$ cat config.mk
export PLATFORM = sky130hd
export DESIGN_NAME = axi4lite_slave_write_buffered
export DESIGN_NICKNAME = d
export VERILOG_FILES = /design/src/rtl/axi4lite_slave_write_buffered.sv
export SDC_FILE = /design/constraint.sdc
export NUM_CORES = 1
export LEC_CHECK = 0
export CORE_MARGIN = 1
export CORE_UTILIZATION = 50
export DETAILED_ROUTE_END_ITERATION = 16
export PLACE_DENSITY = 0.72
export SLEW_MARGIN = 15
export SYNTH_ARGS = -nofsm -noshare
export SYNTH_HDL_FRONTEND = slang
export SYNTH_SLANG_ARGS = --single-unit
$ cat constraint.sdc
create_clock -name ACLK -period 4.3 [get_ports ACLK]
set_clock_uncertainty 0.1 [all_clocks]
set_input_delay 0.43 -clock ACLK [delete_from_list [all_inputs] [get_ports ACLK]]
set_output_delay 0.43 -clock ACLK [all_outputs]
set_load 0.02 [all_outputs]
$ cat src/rtl/axi4lite_slave_write_buffered.sv
// AXI4-Lite slave write channel with independent AW/W holding registers,
// a command FIFO towards the register back end (valid/ack with timeout)
// and an in-order response FIFO returned on the B channel.
module axi4lite_slave_write_buffered #(
   parameter int AddressWidth = 32,
   parameter int DataWidth    = 32,
   parameter int CmdFifoDepth = 4,
   parameter int AckTimeout   = 256
) (
   input  logic                               ACLK,
   input  logic                               ARESETN,
   input  logic                               AWVALID,
   output logic                               AWREADY,
   input  logic [AddressWidth-1:0]            AWADDR,
   input  logic [2:0]                         AWPROT,
   input  logic                               WVALID,
   output logic                               WREADY,
   input  logic [DataWidth-1:0]               WDATA,
   input  logic [DataWidth/8-1:0]             WSTRB,
   output logic                               BVALID,
   input  logic                               BREADY,
   output logic [1:0]                         BRESP,
   output logic [AddressWidth-1:0]            oWriteAddress,
   output logic [DataWidth-1:0]               oWriteData,
   output logic [DataWidth/8-1:0]             oWriteStrobe,
   output logic                               oWriteValid,
   input  logic                               iWriteAck,
   input  logic                               iWriteError,
   output logic [$clog2(CmdFifoDepth)+1:0]    oOutstanding
);

   localparam int StrbWidth  = DataWidth / 8;
   localparam int IdxWidth   = $clog2(CmdFifoDepth);
   localparam int PtrWidth   = IdxWidth + 1;
   localparam int OutWidth   = IdxWidth + 2;
   localparam int CmdWidth   = AddressWidth + DataWidth + StrbWidth;
   localparam int CountWidth = (AckTimeout > 1) ? $clog2(AckTimeout) : 1;
   localparam logic [CountWidth-1:0] TimeoutLast =
      CountWidth'((AckTimeout > 0) ? AckTimeout - 1 : 0);
   localparam logic [OutWidth-1:0] MaxOutstanding = OutWidth'(2 * CmdFifoDepth);

   logic                    rst_done;
   logic                    aw_held;
   logic                    w_held;
   logic [AddressWidth-1:0] aw_addr;
   logic [DataWidth-1:0]    w_data;
   logic [StrbWidth-1:0]    w_strb;

   logic [CmdWidth-1:0]     cmd_mem [CmdFifoDepth];
   logic [1:0]              resp_mem [CmdFifoDepth];
   logic [PtrWidth-1:0]     cmd_wr;
   logic [PtrWidth-1:0]     cmd_rd;
   logic [PtrWidth-1:0]     resp_wr;
   logic [PtrWidth-1:0]     resp_rd;
   logic [CountWidth-1:0]   ack_count;
   logic [OutWidth-1:0]     outstanding;

   logic                    cmd_empty;
   logic                    cmd_full;
   logic                    resp_empty;
   logic                    resp_full;
   logic                    aw_fire;
   logic                    w_fire;
   logic                    push;
   logic                    write_valid;
   logic                    timeout_hit;
   logic                    pop;
   logic                    b_pop;
   logic [1:0]              resp_in;
   logic [CmdWidth-1:0]     cmd_head;
   logic                    unused_prot;

   // Protection bits carry no meaning for this register block.
   assign unused_prot = ^AWPROT;

   assign cmd_empty  = (cmd_wr == cmd_rd);
   assign cmd_full   = (cmd_wr[PtrWidth-1] != cmd_rd[PtrWidth-1]) &&
                       (cmd_wr[PtrWidth-2:0] == cmd_rd[PtrWidth-2:0]);
   assign resp_empty = (resp_wr == resp_rd);
   assign resp_full  = (resp_wr[PtrWidth-1] != resp_rd[PtrWidth-1]) &&
                       (resp_wr[PtrWidth-2:0] == resp_rd[PtrWidth-2:0]);

   assign AWREADY = rst_done && !aw_held;
   assign WREADY  = rst_done && !w_held;
   assign aw_fire = AWVALID && AWREADY;
   assign w_fire  = WVALID && WREADY;

   // A write is only queued when a response slot is guaranteed for it.
   assign push        = aw_held && w_held && !cmd_full && (outstanding < MaxOutstanding);
   assign write_valid = !cmd_empty && !resp_full;
   assign timeout_hit = (AckTimeout != 0) && write_valid && !iWriteAck &&
                        (ack_count == TimeoutLast);
   assign pop         = write_valid && (iWriteAck || timeout_hit);
   assign resp_in     = (iWriteAck && !iWriteError) ? 2'b00 : 2'b10;
   assign b_pop       = BVALID && BREADY;

   assign cmd_head      = cmd_empty ? '0 : cmd_mem[cmd_rd[IdxWidth-1:0]];
   assign oWriteAddress = cmd_head[CmdWidth-1 -: AddressWidth];
   assign oWriteData    = cmd_head[StrbWidth +: DataWidth];
   assign oWriteStrobe  = cmd_head[StrbWidth-1:0];
   assign oWriteValid   = write_valid;
   assign BVALID        = !resp_empty;
   assign BRESP         = resp_empty ? 2'b00 : resp_mem[resp_rd[IdxWidth-1:0]];
   assign oOutstanding  = outstanding;

   // Ready outputs stay low until the first edge seen with reset released.
   always_ff @(posedge ACLK) begin
      if (!ARESETN) rst_done <= 1'b0;
      else          rst_done <= 1'b1;
   end

   // Address and data holding registers, cleared together when queued.
   always_ff @(posedge ACLK) begin
      if (!ARESETN) begin
         aw_held <= 1'b0;
         w_held  <= 1'b0;
         aw_addr <= '0;
         w_data  <= '0;
         w_strb  <= '0;
      end else begin
         if (push) begin
            aw_held <= 1'b0;
            w_held  <= 1'b0;
         end
         if (aw_fire) begin
            aw_held <= 1'b1;
            aw_addr <= AWADDR;
         end
         if (w_fire) begin
            w_held <= 1'b1;
            w_data <= WDATA;
            w_strb <= WSTRB;
         end
      end
   end

   // FIFO storage; contents are don't-care while the pointers say empty.
   always_ff @(posedge ACLK) begin
      if (push) cmd_mem[cmd_wr[IdxWidth-1:0]] <= {aw_addr, w_data, w_strb};
      if (pop)  resp_mem[resp_wr[IdxWidth-1:0]] <= resp_in;
   end

   // FIFO pointers with natural wrap of the extra MSB.
   always_ff @(posedge ACLK) begin
      if (!ARESETN) begin
         cmd_wr  <= '0;
         cmd_rd  <= '0;
         resp_wr <= '0;
         resp_rd <= '0;
      end else begin
         if (push)  cmd_wr  <= cmd_wr + 1'b1;
         if (pop) begin
            cmd_rd  <= cmd_rd + 1'b1;
            resp_wr <= resp_wr + 1'b1;
         end
         if (b_pop) resp_rd <= resp_rd + 1'b1;
      end
   end

   // Counts cycles the head write has waited for its acknowledge.
   always_ff @(posedge ACLK) begin
      if (!ARESETN || pop || !write_valid) ack_count <= '0;
      else if (!iWriteAck)                 ack_count <= ack_count + 1'b1;
   end

   // Writes accepted into the queue but not yet answered on B.
   always_ff @(posedge ACLK) begin
      if (!ARESETN)             outstanding <= '0;
      else if (push && !b_pop)  outstanding <= outstanding + 1'b1;
      else if (!push && b_pop)  outstanding <= outstanding - 1'b1;
   end

endmodule

# Word level (Yosys, flattened, before mapping)
# Memory sizes are Yosys's and may differ from the RTL's. A register that Yosys moved wholly into a read port is not among the register bits.
# Cells that the tools add are included.
dict set report totals {
  input_bits 78
  elab_cells 81
  ramBits 280
  register_bits 95
  memories 2
  output_inout_bits 78
}
# name depth width read_ports rd_ports_with_merged_regs write_ports line
set mem_list {}
lappend mem_list {cmd_mem 4 68 1 1 1 49} ;# logic [CmdWidth-1:0] cmd_mem [CmdFifoDepth];
lappend mem_list {resp_mem 4 2 1 1 1 50} ;# logic [1:0] resp_mem [CmdFifoDepth];
dict set report op_classes {
  eq_ne 7
  order_cmp 1
  mux 17
  reduce_logical 35
  addsub 7
}
# operator n
set ops {}
lappend ops {{$mux W68} 1}
lappend ops {{$logic_and A1 B1 Y1} 17}
lappend ops {{$add A3 B1 Y3 const B} 4}
lappend ops {{$logic_not A1 Y1} 12}
lappend ops {{$mux W2} 6}
lappend ops {{$add A8 B1 Y8 const B} 1}
lappend ops {{$eq A8 B8 Y1 const B} 1}
lappend ops {{$mux W1} 8}
lappend ops {{$mux W4} 2}
lappend ops {{$eq A3 B3 Y1} 2}
lappend ops {{$reduce_bool A2 Y1} 3}
lappend ops {{$add A4 B1 Y4 const B} 1}
lappend ops {{$eq A2 B2 Y1} 2}
lappend ops {{$lt A4 B4 Y1 const B} 1}
lappend ops {{$sub A4 B1 Y4 const B} 1}
lappend ops {{$logic_or A1 B1 Y1} 3}
lappend ops {{$ne A1 B1 Y1} 2}

# Depth between registers and ports, before layout
dict set report depth {
  word_depth 10
  ltp_mapped 9
  ltp_nobuf 9
}

# Worst setup path before layout
# Ideal clock, no wire load.
dict set report synth_timing {
  path_type {register to register}
  startpoint {reg cmd_wr[0]}
  endpoint {reg cmd_wr[2]}
  t_required_ns 3.989
  synth_period_minus_slack_ns 3.266
  slack_ns 1.034
  stages_incl_launch_ff 5
  t_arrival_ns 2.954
  n_path_buf 0
  setup_ns 0.211
  path_cell_list {dfxtp_1 xnor2_1 a311oi_2 and2_1 o21ai_0}
}
dict set report synth_via {
  elab_chain_cells 5
  word_cells_on_any_way 6
  cone_classes {add/sub (1); eq/ne (1); reduce/logical (4)}
}
# element line
set synth_rtl {}
lappend synth_rtl {{start: declaration} 51} ;# logic [PtrWidth-1:0] cmd_wr;
lappend synth_rtl {{start signal: assignment} 151} ;# if (push) cmd_wr <= cmd_wr + 1'b1;
lappend synth_rtl {{$eq A2 B2 Y1} 78} ;# (cmd_wr[PtrWidth-2:0] == cmd_rd[PtrWidth-2:0]);
lappend synth_rtl {{$logic_and A1 B1 Y1} 77} ;# assign cmd_full = (cmd_wr[PtrWidth-1] != cmd_rd[PtrWidth-1]) &&
lappend synth_rtl {{$logic_not A1 Y1} 89} ;# assign push = aw_held && w_held && !cmd_full && (outstanding < MaxOutstanding);
lappend synth_rtl {{$logic_and A1 B1 Y1 (2 in series)} 89}
lappend synth_rtl {{net push} 64} ;# logic push;
# The timed path passes the listed nets, and every way through them passes these cells.
# A chain may end at the register's enable or synchronous reset.

# Worst setup path in the final report
dict set report layout_timing {
  startpoint {reg cmd_wr[1]}
  endpoint {out oWriteAddress[19]}
}
dict set report layout_via {
  elab_chain_cells 2
}
# element line
set layout_rtl {}
lappend layout_rtl {{$eq A3 B3 Y1} 76} ;# assign cmd_empty = (cmd_wr == cmd_rd);
lappend layout_rtl {{$mux W68} 97} ;# assign cmd_head = cmd_empty ? '0 : cmd_mem[cmd_rd[IdxWidth-1:0]];
lappend layout_rtl {{end: declaration} 23} ;# output logic [AddressWidth-1:0] oWriteAddress,
# No other way between the ends.

==> flow_metrics.py <==
metrics = {
    "global_route": {
        "grt_pass1_vias": 7828,
        "number_of_antenna_violations_at_the_first_check_in_global_routing": 0,
        "largest_net_degree_at_the_start_of_global_routing": 62,
        "grt_usage_pct": 19.80,
        "grt_first_pass_wirelength_um": 43100,
        "global_route.overflow_total": 0,
    },
    "floorplan": {
        "die_y_um": 170.9,
        "core_um2": 27930,
        "rows": 61,
        "floorplan.die_area_um2": 29200,
        "initial_core_util_pct": 51.05,
        "floorplan.die.width_um": 170.9,
        "num_io_pins": 156,
    },
    "finish": {
        "final_util_pct": 62.21,
        "fraction_of_final_layout_cells_with_drive_strength_greater_than_1_pct": 13.14,
        "finish.net_count": 1147,
        "diodes": 0,
        "fillCellCount": 2103,
        "area.growth.synth_to_final_pct": 21.86,
    },
    "worst_setup_path": {
        "worstSetupEndpointType": "primary output",
        "crit_path_top_delay_cell": "sky130_fd_sc_hd__and3b_4",
        "launch_point_of_the_critical_path": "cmd_wr[1]",
        "path_class": "register to primary output",
        "rr_startpoint": "resp_wr[1]",
        "critical_path_peak_fanout": 54,
        "setup.reg_to_reg.worst_slack_ps": 1590,
        "required_ps": 3770,
        "critical_path_arrival_ps": 2930,
        "critical_path.cell_chain": "xnor2_1 -> and3b_4 -> buf_4 -> nor2b_1 -> clkdlybuf4s50_1",
        "startpoint_type": "register",
        "max_stage_delay_ps": 840,
    },
    "timing": {
        "timing.slew.headroom_pct": 29.03,
        "post-route-period-util_pct": 80.51,
        "finalSetupViolCount": 0,
        "setup_ws_ps": 837.9,
        "totalNegativeSetupSlack_ps": 0,
        "fmaxAchievable_ghz": 0.2888,
        "timing.final.crit_period_ps": 3462,
        "final-max-slew-violation-count": 0,
        "rsz0062_at_grt": "no",
        "tightest_slew_ps": 1065,
        "final_hold_viol_count": 0,
    },
    "place": {
        "dp_worst_setup_slack_ps": 1237,
        "dp_hpwl_um": 16360,
        "gp_routability_congestion": 0.7506,
        "numPortBuffers": 151,
    },
    "route": {
        "drc_errors": 0,
        "detail_route.wirelength_um": 28100,
        "via_per_inst": 5.292,
        "drt-initial-drc-count": 485,
        "detailroute.via_count": 7721,
        "drt_pre_antenna_iters": 5,
        "drt-wirelength-per-cell_um": 19.26,
        "final_antenna_net_count": 0,
    },
    "clocking": {
        "clkSlewWorstSetupHoldPaths_ps": 60,
        "cts_inserted_buffers": 37,
        "clk_root_buffer_cell": "sky130_fd_sc_hd__clkbuf_16",
        "cts_tree": "yes",
        "ctsHtreeMaxLevel": 2,
        "cts_resized": 0,
        "post-cts-setup-buffer-count": 0,
        "post_cts_hold_buffer_count": 0,
        "clock_latency_of_the_later_clocked_register_in_the_worst_skew_pair_ps": 510,
        "clock_sinks": 375,
        "clock_path_buffers": 3,
    },
    "synthesis": {
        "syn-num-nets": 993,
        "syn_area_per_cell_um2": 15.84,
        "yosysSeqAreaShare_pct": 72.02,
        "ys_types": 38,
        "yosys_warnings": 0,
        "count_of_mapped_cells_out_of_synthesis": 900,
        "syn_area_um2": 14260,
        "synth-seq-cells": 375,
    },
    "min_path": {
        "worst_hold_startpoint": "ack_count[0]",
        "holdCritPathClass": "register to register",
    },
    "power_and_ir_drop": {
        "cellPowerDensity_nw_per_um2": 432.1,
        "p_leak_uw": 0.005594,
        "worst_ir_drop_on_vdd_mv": 0.2981,
    },
    "job": {
        "drv_cap": 0,
    },
    "run_status": {
        "outcome": "finished, final reports clean",
    },
}
-- synth_stat cells (all sizes together) --
master | instances | area share, %
o21ai | 1 | 0.035
and4 | 1 | 0.061
nor3 | 2 | 0.11
nand2b | 7 | 0.31
and3b | 2 | 0.12
o31ai | 1 | 0.053
ha | 14 | 1.2
dfxtp | 99 | 14
buf | 12 | 0.47
nor4b | 2 | 0.12
a21o | 1 | 0.053
conb | 1 | 0.026
nand3 | 2 | 0.070
clkbuf | 39 | 1.0
and2 | 10 | 0.44
nor2 | 21 | 0.55
nand2 | 152 | 4.0
or4b | 1 | 0.070
xnor2 | 6 | 0.37
fa | 1 | 0.14
a21oi | 72 | 2.5
inv | 6 | 0.16
or3 | 1 | 0.044
xor2 | 12 | 0.74
a311oi | 1 | 0.11
mux2i | 13 | 0.91
nor2b | 71 | 3.1
edfxtp | 276 | 58
a41oi | 1 | 0.061
o311ai | 1 | 0.061
nand4b | 1 | 0.061
mux4 | 69 | 11
nand4 | 1 | 0.044
-- flip-flops by register name, summed over array words and instances, names as in the netlist, named ones only --
signal and count:
aw_addr 32, w_data 32, resp_rd 3, w_strb 4, cmd_mem 272, ack_count 8, oOutstanding 4, resp_wr 3
rst_done 1, resp_mem 4, cmd_wr 3, aw_held 1, cmd_rd 3, w_held 1
-- cells by family after synthesis --
group	Yosys count	synth area share (%)
flip-flops	375	72.02
AND/OR/NAND/NOR	274	9.117
multiplexers	82	11.81
AO/OA/AOI/OAI	78	2.896
buffers and inverters	57	1.658
XOR/XNOR	18	1.106
adder cells (fa/ha/maj)	15	1.369
other	1	0.02630
-- where the power goes --
part,switching (uW),internal [uW]
Sequential,55.8,3930
Combinational,260,257
Clock,1250,1760
Total,1570,5940
-- final timing paths --
check / end / depth (start not counted)
min: ack_count[0] / 1
min reg2reg: ack_count[0] / 1
max: oWriteAddress[19] / 5
max reg2reg: oOutstanding[3] / 9
-- cell type report --
class	count	area, um2	area share, %
Clock inverter	6	31.28	0.1800
Multi-Input combinational cell	468	3767	21.68
Timing Repair Buffer	166	1699	9.778
Clock buffer	60	1105	6.358
Sequential cell	375	10280	59.14
Inverter	6	23.77	0.1368
Tap cell	378	473.0	2.722
-- critical path: cells and delay by family (launching register included) --
family | cells | cell delay (ps)
XOR/XNOR | 1 | 190
buffers and inverters | 2 | 870
flip-flops | 1 | 440
AND/OR/NAND/NOR | 2 | 910
-- per-layer routing --
layer  vias up  global-route usage, %  share of wire, %
met5         -                      0                 0
met4         0                  5.823               2.0
met3        41                  3.053               4.5
met2       176                  34.69                51
met1      3884                  25.55                42
li1       3620                      -                 -
-- layout by cell type, fill, tap and decap left out, types with 2 or more instances in the layout --
| cell type | synthesis | layout |
|---|---|---|
| sky130_fd_sc_hd__edfxtp_1 | 276 | 276 |
| sky130_fd_sc_hd__nand2_1 | 152 | 152 |
| sky130_fd_sc_hd__clkdlybuf4s50_1 | 0 | 151 |
| sky130_fd_sc_hd__dfxtp_1 | 99 | 97 |
| sky130_fd_sc_hd__a21oi_1 | 72 | 72 |
| sky130_fd_sc_hd__nor2b_1 | 71 | 71 |
| sky130_fd_sc_hd__mux4_2 | 69 | 69 |
| sky130_fd_sc_hd__clkbuf_16 | 0 | 39 |
| sky130_fd_sc_hd__nor2_1 | 21 | 21 |
| sky130_fd_sc_hd__clkbuf_1 | 39 | 16 |
| sky130_fd_sc_hd__ha_1 | 14 | 14 |
| sky130_fd_sc_hd__mux2i_1 | 13 | 13 |
| sky130_fd_sc_hd__xor2_1 | 12 | 12 |
| sky130_fd_sc_hd__buf_4 | 1 | 9 |
| sky130_fd_sc_hd__nand2b_1 | 7 | 7 |
| sky130_fd_sc_hd__xnor2_1 | 6 | 6 |
| sky130_fd_sc_hd__and2_1 | 10 | 6 |
| sky130_fd_sc_hd__buf_12 | 0 | 6 |
| sky130_fd_sc_hd__inv_1 | 5 | 5 |
| sky130_fd_sc_hd__clkbuf_8 | 0 | 5 |
| sky130_fd_sc_hd__and2_4 | 0 | 4 |
| sky130_fd_sc_hd__clkinv_2 | 0 | 4 |
| sky130_fd_sc_hd__nor4b_1 | 2 | 2 |
| sky130_fd_sc_hd__nand3_1 | 2 | 2 |
| sky130_fd_sc_hd__dfxtp_4 | 0 | 2 |
| sky130_fd_sc_hd__clkinv_1 | 0 | 2 |
-- through the flow --
| stage | cell area (um2) | instances | hold WS [ps] | total power (uW) |
|---|---|---|---|---|
| 2_1_floorplan | 14260 | 900 | 313.2 | 4333 |
| 3_3_place_gp | 16240 | 1393 | 327.9 | 4576 |
| 3_5_place_dp | 16240 | 1393 | 350.4 | 4586 |
| 4_1_cts | 17380 | 1459 | 350.3 | 7577 |
| 5_1_grt | 17380 | 1459 | 358.7 | 7749 |
| 6_report | 17380 | 1459 | 355.4 | 7509 |
Note: power is estimated with default switching activity, not from simulation.
